File: src/rtl/ahb_arb_pkg.sv
// Shared types and helpers for the AHB-Lite multi-master arbiter.
//   htrans_t / hburst_t : AHB transfer and burst encodings
//   addr_phase_t        : one complete address phase (address + control)
//   burst_len()         : beats in a burst (0 = undefined-length INCR)
//   is_active()         : HTRANS carries a real transfer (NONSEQ/SEQ)
package ahb_arb_pkg;

    typedef enum logic [1:0] {
        IDLE   = 2'd0,
        BUSY   = 2'd1,
        NONSEQ = 2'd2,
        SEQ    = 2'd3
    } htrans_t;

    typedef enum logic [2:0] {
        SINGLE = 3'd0,
        INCR   = 3'd1,
        WRAP4  = 3'd2,
        INCR4  = 3'd3,
        WRAP8  = 3'd4,
        INCR8  = 3'd5,
        WRAP16 = 3'd6,
        INCR16 = 3'd7
    } hburst_t;

    // Address field is sized for the widest supported bus; the top
    // zero-extends narrower masters into it and slices back out.
    localparam int AP_AW = 64;

    typedef struct packed {
        logic [AP_AW-1:0] addr;
        htrans_t          trans;
        logic             write;
        logic [2:0]       size;
        hburst_t          burst;
        logic [3:0]       prot;
    } addr_phase_t;

    function automatic logic [4:0] burst_len(input hburst_t b);
        case (b)
            SINGLE:         return 5'd1;
            INCR:           return 5'd0;
            WRAP4, INCR4:   return 5'd4;
            WRAP8, INCR8:   return 5'd8;
            default:        return 5'd16;
        endcase
    endfunction

    function automatic logic is_active(input htrans_t t);
        return (t == NONSEQ) || (t == SEQ);
    endfunction

endpackage

File: src/rtl/ahb_arb_input_stage.sv
// Per-master front end of the arbiter: one-entry holding register for a
// transfer that could not be forwarded, plus this master's HREADY/HRESP.
//   HCLK, HRESET    : bus clock, async active-high reset
//   i_live          : master's live address phase
//   i_is_aowner     : this master owns the address phase
//   i_dphase_mine   : the slave data phase in flight belongs to this master
//   i_s_hreadyout   : slave ready
//   i_s_hresp       : slave response
//   o_src           : request source (held entry if valid, else live)
//   o_req           : o_src carries NONSEQ/SEQ
//   o_hready        : HREADY returned to this master
//   o_hresp         : HRESP returned to this master
module ahb_arb_input_stage
    import ahb_arb_pkg::*;
(
    input  logic        HCLK,
    input  logic        HRESET,
    input  addr_phase_t i_live,
    input  logic        i_is_aowner,
    input  logic        i_dphase_mine,
    input  logic        i_s_hreadyout,
    input  logic        i_s_hresp,
    output addr_phase_t o_src,
    output logic        o_req,
    output logic        o_hready,
    output logic        o_hresp
);

    addr_phase_t r_pend;
    logic        r_pend_vld;
    logic        r_pend_reown;   // entry must win ownership before replay
    logic        w_cap;
    logic        w_clr;

    // A held entry that waited for ownership restarts as an undefined-length
    // burst: the slave never saw its predecessor beats in sequence.
    always_comb begin
        o_src = i_live;
        if (r_pend_vld) begin
            o_src = r_pend;
            if (r_pend_reown) begin
                o_src.trans = NONSEQ;
                o_src.burst = INCR;
            end
        end
    end

    assign o_req    = is_active(o_src.trans);
    assign o_hready = i_dphase_mine ? i_s_hreadyout : !r_pend_vld;
    assign o_hresp  = i_dphase_mine & i_s_hresp;

    // The owner with a ready slave is accepted directly; any other accepted
    // master request is parked so it is never lost.
    assign w_cap = o_hready && !r_pend_vld && is_active(i_live.trans) &&
                   !(i_is_aowner && i_s_hreadyout);
    assign w_clr = r_pend_vld && i_is_aowner && i_s_hreadyout;

    always_ff @(posedge HCLK or posedge HRESET) begin
        if (HRESET) begin
            r_pend_vld   <= 1'b0;
            r_pend_reown <= 1'b0;
            r_pend       <= '0;
        end else if (w_clr) begin
            r_pend_vld   <= 1'b0;
        end else if (w_cap) begin
            r_pend_vld   <= 1'b1;
            r_pend       <= i_live;
            r_pend_reown <= !i_is_aowner;
        end
    end

endmodule

File: src/rtl/ahb_lite_arbiter.sv
// Shares one AHB-Lite slave between NUM_M masters: round-robin address
// arbitration, fixed-length burst locking, per-master holding registers and
// data-phase routing to the master that owns the data phase.
//   HCLK, HRESET                 : clock, async active-high reset
//   M_* (packed, master i slice) : master address/control/write data in
//   M_HRDATA/M_HREADY/M_HRESP    : responses back to masters
//   S_*                          : forwarded slave bus and slave responses
//   GRANT                        : one-hot address-phase owner
module ahb_lite_arbiter
    import ahb_arb_pkg::*;
#(
    parameter int NUM_M = 2,
    parameter int AW    = 32,
    parameter int DW    = 32
) (
    input  logic                HCLK,
    input  logic                HRESET,
    input  logic [NUM_M*AW-1:0] M_HADDR,
    input  logic [NUM_M*2-1:0]  M_HTRANS,
    input  logic [NUM_M-1:0]    M_HWRITE,
    input  logic [NUM_M*3-1:0]  M_HSIZE,
    input  logic [NUM_M*3-1:0]  M_HBURST,
    input  logic [NUM_M*4-1:0]  M_HPROT,
    input  logic [NUM_M*DW-1:0] M_HWDATA,
    output logic [DW-1:0]       M_HRDATA,
    output logic [NUM_M-1:0]    M_HREADY,
    output logic [NUM_M-1:0]    M_HRESP,
    output logic                S_HSEL,
    output logic [AW-1:0]       S_HADDR,
    output logic [1:0]          S_HTRANS,
    output logic                S_HWRITE,
    output logic [2:0]          S_HSIZE,
    output logic [2:0]          S_HBURST,
    output logic [3:0]          S_HPROT,
    output logic [DW-1:0]       S_HWDATA,
    output logic                S_HREADY,
    input  logic                S_HREADYOUT,
    input  logic                S_HRESP,
    input  logic [DW-1:0]       S_HRDATA,
    output logic [NUM_M-1:0]    GRANT
);

    localparam int OW = (NUM_M > 1) ? $clog2(NUM_M) : 1;

    logic [OW-1:0] r_aowner;
    logic [OW-1:0] r_downer;
    logic          r_dvalid;
    logic [4:0]    r_beat;

    addr_phase_t      w_live [NUM_M];
    addr_phase_t      w_src  [NUM_M];
    logic [NUM_M-1:0] w_req;
    addr_phase_t      w_fwd;
    logic [OW-1:0]    w_next_owner;
    logic             w_found;
    logic [4:0]       w_len;
    logic             w_fixed;
    logic [4:0]       w_beat_nxt;
    logic             w_lock;

    for (genvar g = 0; g < NUM_M; g++) begin : g_m
        assign w_live[g] = '{
            addr:  AP_AW'(M_HADDR[g*AW +: AW]),
            trans: htrans_t'(M_HTRANS[g*2 +: 2]),
            write: M_HWRITE[g],
            size:  M_HSIZE[g*3 +: 3],
            burst: hburst_t'(M_HBURST[g*3 +: 3]),
            prot:  M_HPROT[g*4 +: 4]
        };

        ahb_arb_input_stage u_in (
            .HCLK          (HCLK),
            .HRESET        (HRESET),
            .i_live        (w_live[g]),
            .i_is_aowner   (r_aowner == OW'(g)),
            .i_dphase_mine (r_dvalid && (r_downer == OW'(g))),
            .i_s_hreadyout (S_HREADYOUT),
            .i_s_hresp     (S_HRESP),
            .o_src         (w_src[g]),
            .o_req         (w_req[g]),
            .o_hready      (M_HREADY[g]),
            .o_hresp       (M_HRESP[g])
        );
    end

    if (AW < AP_AW) begin : g_addr_hi
        logic w_unused_addr_hi;
        assign w_unused_addr_hi = ^w_fwd.addr[AP_AW-1:AW];
    end

    // Owner goes straight through (no added latency); the forwarded bus is
    // held IDLE while reset is asserted.
    always_comb begin
        w_fwd = w_src[r_aowner];
        if (HRESET) w_fwd.trans = IDLE;
    end

    assign S_HADDR  = w_fwd.addr[AW-1:0];
    assign S_HTRANS = w_fwd.trans;
    assign S_HSEL   = (w_fwd.trans != IDLE);
    assign S_HWRITE = w_fwd.write;
    assign S_HSIZE  = w_fwd.size;
    assign S_HBURST = w_fwd.burst;
    assign S_HPROT  = w_fwd.prot;
    assign S_HREADY = S_HREADYOUT;
    assign M_HRDATA = S_HRDATA;
    assign S_HWDATA = M_HWDATA[int'(r_downer)*DW +: DW];
    assign GRANT    = NUM_M'(1) << r_aowner;

    // Lock decision looks at the beat being accepted on this edge, so the
    // last beat of a fixed burst already releases the bus.
    assign w_len   = burst_len(w_fwd.burst);
    assign w_fixed = (w_len > 5'd1);

    always_comb begin
        w_beat_nxt = r_beat;
        if (w_fwd.trans == NONSEQ)   w_beat_nxt = 5'd1;
        else if (w_fwd.trans == SEQ) w_beat_nxt = r_beat + 5'd1;
    end

    assign w_lock = (w_fwd.trans == BUSY) ||
                    (is_active(w_fwd.trans) && w_fixed && (w_beat_nxt < w_len));

    // Round-robin search starting after the current owner, ending on it.
    always_comb begin
        w_next_owner = r_aowner;
        w_found      = 1'b0;
        for (int k = 1; k <= NUM_M; k++) begin
            if (!w_found && w_req[(int'(r_aowner) + k) % NUM_M]) begin
                w_next_owner = OW'((int'(r_aowner) + k) % NUM_M);
                w_found      = 1'b1;
            end
        end
    end

    // Nothing moves during wait states, keeping the forwarded bus stable.
    always_ff @(posedge HCLK or posedge HRESET) begin
        if (HRESET) begin
            r_aowner <= '0;
            r_downer <= '0;
            r_dvalid <= 1'b0;
            r_beat   <= '0;
        end else if (S_HREADYOUT) begin
            r_dvalid <= is_active(w_fwd.trans);
            r_downer <= r_aowner;
            if (!w_lock && (w_next_owner != r_aowner)) begin
                r_aowner <= w_next_owner;
                r_beat   <= '0;
            end else if (w_fixed && is_active(w_fwd.trans)) begin
                r_beat   <= w_beat_nxt;
            end
        end
    end

endmodule

File: config.mk
export PLATFORM = sky130hd
export DESIGN_NAME = ahb_lite_arbiter
export DESIGN_NICKNAME = d
export VERILOG_FILES = /design/src/rtl/ahb_arb_pkg.sv /design/src/rtl/ahb_arb_input_stage.sv /design/src/rtl/ahb_lite_arbiter.sv
export SDC_FILE = /design/constraint.sdc
export NUM_CORES = 1
export LEC_CHECK = 0
export ABC_CLOCK_PERIOD_IN_PS = 12800
export CAP_MARGIN = 20
export CORE_MARGIN = 5
export CORE_UTILIZATION = 43
export CTS_BUF_LIST = sky130_fd_sc_hd__clkbuf_16
export CTS_CLUSTER_DIAMETER = 60
export DETAILED_ROUTE_END_ITERATION = 16
export PLACE_DENSITY_LB_ADDON = 0.1
export SLEW_MARGIN = 10
export SYNTH_ARGS = -nofsm -noshare
export SYNTH_HDL_FRONTEND = slang
export SYNTH_SLANG_ARGS = --single-unit
File: constraint.sdc
create_clock -name HCLK -period 12.8 [get_ports HCLK]
set_input_delay 1.92 -clock HCLK [delete_from_list [all_inputs] [get_ports HCLK]]
set_output_delay 1.92 -clock HCLK [all_outputs]
set_load 0.02 [all_outputs]
==> Flow_metrics.wiki <==
{| class="wikitable"
! Metric !! Value
|-
| Num ports || 307
|-
| Number of register bits inferred by synthesis || 102
|-
| FF-to-FF path depth || 11
|-
| Post-cts sizing count || 0
|-
| Top FF cell, synth || dfrtp_1
|-
| CP startpoint kind || input pin
|-
| Path type of the worst setup path || input pin to primary output
|-
| Global-route wire length before repair || 29.9 mm
|-
| Port Buffers || 242
|-
| Run status || finished clean
|-
| Worst clock skew || 0.00454 ns
|-
| Final hold slack || 0.501 ns
|-
| Number of antenna violations at the first check in global routing || 2
|-
| WP data arrival || 4.13 ns
|-
| Critical Path Sink Type || primary output
|-
| Relative slew margins || 30.7%
|-
| Max-cap viol count || 0
|-
| Number of hold-slack violations in the final timing report || 0
|-
| Most common cell after layout, fill and taps aside || clkdlybuf4s50_1
|-
| Final HPWL from detailed placement || 14.3 mm
|-
| Post-layout min period || 6.05 ns
|-
| Number of pins with negative max-slew slack in the final report || 0
|-
| Core outline area || 0.0145 mm^2
|-
| Average routed wire per standard cell || 20.2 um
|-
| Number of distinct library cell variants in the gate-level netlist after synthesis || 53
|-
| Total negative setup slack || 0 ns
|-
| DRT antenna net count || 0
|-
| Peak supply drop || 0.121 mV
|-
| Via count of the first global-routing pass || 5309
|-
| Adder and majority cell fraction of the synthesized area || 0.790%
|-
| Initial standard-cell utilization of the core || 43.8%
|-
| Mean area per synthesized cell || 11.0 um^2
|-
| Placement row count || 44
|-
| Total number of nets in the final design || 950
|-
| Number of iterations in the first detailed-routing pass || 4
|-
| Filler cells || 1194
|-
| Register-to-register path setup slack || 9.09 ns
|-
| Vias after detailed routing || 5100
|-
| Final number of setup-violating endpoints || 0
|-
| Combined area of all synthesized cells || 0.00633 mm^2
|-
| RSZ-0062 raised after global routing || no
|-
| Insertion delay to the later sink of the worst-skew pair || 0.34 ns
|-
| CTS max path bufs || 2
|-
| Main combinational cell family by area after synthesis || multiplexers
|-
| Count of warnings emitted by yosys || 0
|-
| Ratio of final minimum period to clock period || 47.3%
|-
| Seq/Total Area, Yosys || 40.3%
|-
| Inserted Clock Buffers || 9
|-
| Cell count after synthesis || 578
|-
| Number of synthesized flops with an enable pin || 0
|-
| Maximum clock rate || 165 MHz
|-
| Violation count after the first detailed-route iteration || 218
|-
| Total track usage || 21.2%
|-
| Vias per cell || 5.39
|-
| Root cell of the clock tree || clkbuf_16
|-
| Total wirelength of the detailed-routed design || 19.2 mm
|-
| Required time reported for the critical path endpoint || 10.88 ns
|-
| Post-Syn Nets || 772
|-
| Post-synthesis mux area share || 28.0%
|-
| Pin slew with the least headroom to its limit || 1.04 ns
|-
| GR Overflow Total || 0
|-
| DRC Markers || 0
|-
| Xor/xnor cell area share of the yosys netlist || 0%
|-
| Post-Synth Simple-Gate Area || 9.05%
|-
| Share of synthesized registers carrying an async set or reset || 100%
|-
| Signed area change from the synthesized netlist to the final layout || 40.2%
|-
| Chip Width || 131 um
|-
| Power density relative to cell area || 239 mW/mm^2
|-
| CTS tree || built
|-
| Total clock sinks || 102
|-
| Area enclosed by the die boundary || 0.0173 mm^2
|-
| Clk slew on worst S/H paths || 0.07 ns
|-
| Synthesized-area fraction occupied by ao, oa, aoi and oai cells || 13.6%
|-
| GP Congestion || 0.882
|-
| Hold Buf Count CTS || 0
|-
| Largest net degree at the start of global routing || 100
|-
| Post-CTS setup buffers || 0
|-
| Proportion of layout cells with a drive suffix above 1 || 21.2%
|-
| Chip height || 131 um
|-
| Number of H-tree levels || 3
|-
| Worst min-delay path class || flop to flop
|-
| Top library cells by usage in the layout, fill and taps aside || clkdlybuf4s50_1, mux2_2, dfrtp_1, a21oi_1, nor2b_1
|-
| Number of instances on the worst hold path || 1
|-
| Total leakage power || 3.52 nW
|-
| Critical path fanouts, max || 51
|}
-- final timing paths --
check / startpoint / endpoint
worst max-delay path: HRESET / S_HTRANS[0]
worst min-delay path: g_m[1].u_in.r_pend[5] / g_m[1].u_in.r_pend[5]
worst max register to register: r_aowner / r_aowner
worst min register to register: g_m[1].u_in.r_pend[5] / g_m[1].u_in.r_pend[5]
max in group asynchronous: HRESET / g_m[0].u_in.r_pend[6]
min in group asynchronous: HRESET / g_m[1].u_in.r_pend[6]
-- logic make-up (layout without fill, tap and decap cells) --
logic type | after synthesis | count (layout)
simple gates | 94 | 94
mux | 162 | 162
flops | 102 | 102
fa+ha+maj | 4 | 4
buf+inv | 89 | 272
compound gates | 127 | 127
other cells | 0 | 2
-- area by class of cell --
cell class / instances / area, um^2 / share of cell area, %
multi-input cells: 387 / 3270 / 36.8
clock inverters: 7 / 90.1 / 1.01
inverters: 8 / 37.5 / 0.423
repair buffers: 248 / 2470 / 27.8
diodes: 2 / 5.00 / 0.0564
flip-flops and latches: 102 / 2560 / 28.8
clock buffers: 9 / 225 / 2.54
well taps: 184 / 230 / 2.59
-- per-layer routing --
| layer | global-route usage (%) | share of wire (%) | wire length [um] |
|---|---|---|---|
| met5 | 1.11 | 0 | 0 |
| met4 | 6.51 | 1.9 | 356 |
| met3 | 6.92 | 7.8 | 1490 |
| met2 | 38.3 | 52 | 9940 |
| met1 | 23.7 | 39 | 7390 |
-- flip-flops by register name, summed over array words and instances (netlist names) --
name and cells:
r_dvalid 1, g_m.u_in.r_pend 90, r_beat 5, r_aowner 1, g_m.u_in.r_pend_reown 2, g_m.u_in.r_pend_vld 2
r_downer 1
-- metrics by stage --
step | std cells | util [%] | area (um^2) | power, mW | setup slack, ns
floorplan | 578 | - | 6330 | 1.39 | 5.88
detailed placement | 929 | 59.1 | 8560 | 1.85 | 6.70
global placement | 929 | 59.1 | 8560 | 1.82 | 6.74
CTS | 945 | 61.3 | 8880 | 2.15 | 6.69
finish | 947 | 61.3 | 8880 | 2.12 | 6.75
global route | 947 | 61.3 | 8880 | 2.25 | 6.54
-- report_power, final --
group / total (mW) / internal, mW / switching [mW]
clock network: 0.289 / 0.170 / 0.118
registers: 0.606 / 0.478 / 0.128
logic: 1.23 / 0.623 / 0.602
total: 2.12 / 1.27 / 0.848
-- critical path, cell delays in order --
cell and delay, ns:
clkdlybuf4s50_1 0.53, inv_4 0.52, o311ai_1 0.38, inv_1 0.16, clkdlybuf4s50_1 0.61
-- cells in the mapped netlist (all sizes together) (2+ instances only) --
master / n / share of area (%)
clkbuf: 21 / 1.4
o22ai: 2 / 0.20
mux2i: 41 / 6.5
a211oi: 42 / 5.3
mux2: 121 / 22
nor2: 12 / 0.71
a21oi: 46 / 3.7
a211o: 2 / 0.28
nand3: 2 / 0.16
o21ai: 11 / 0.87
dfrtp: 102 / 40
inv: 7 / 0.41
and3b: 5 / 0.73
nor3b: 4 / 0.63
a31oi: 2 / 0.20
nand2b: 3 / 0.30
or2: 3 / 0.34
o211ai: 3 / 0.36
nand2: 14 / 0.83
nor2b: 44 / 4.3
a22o: 7 / 0.97
ha: 4 / 0.79
buf: 60 / 6.3
Power figures use the tool's default switching activity.
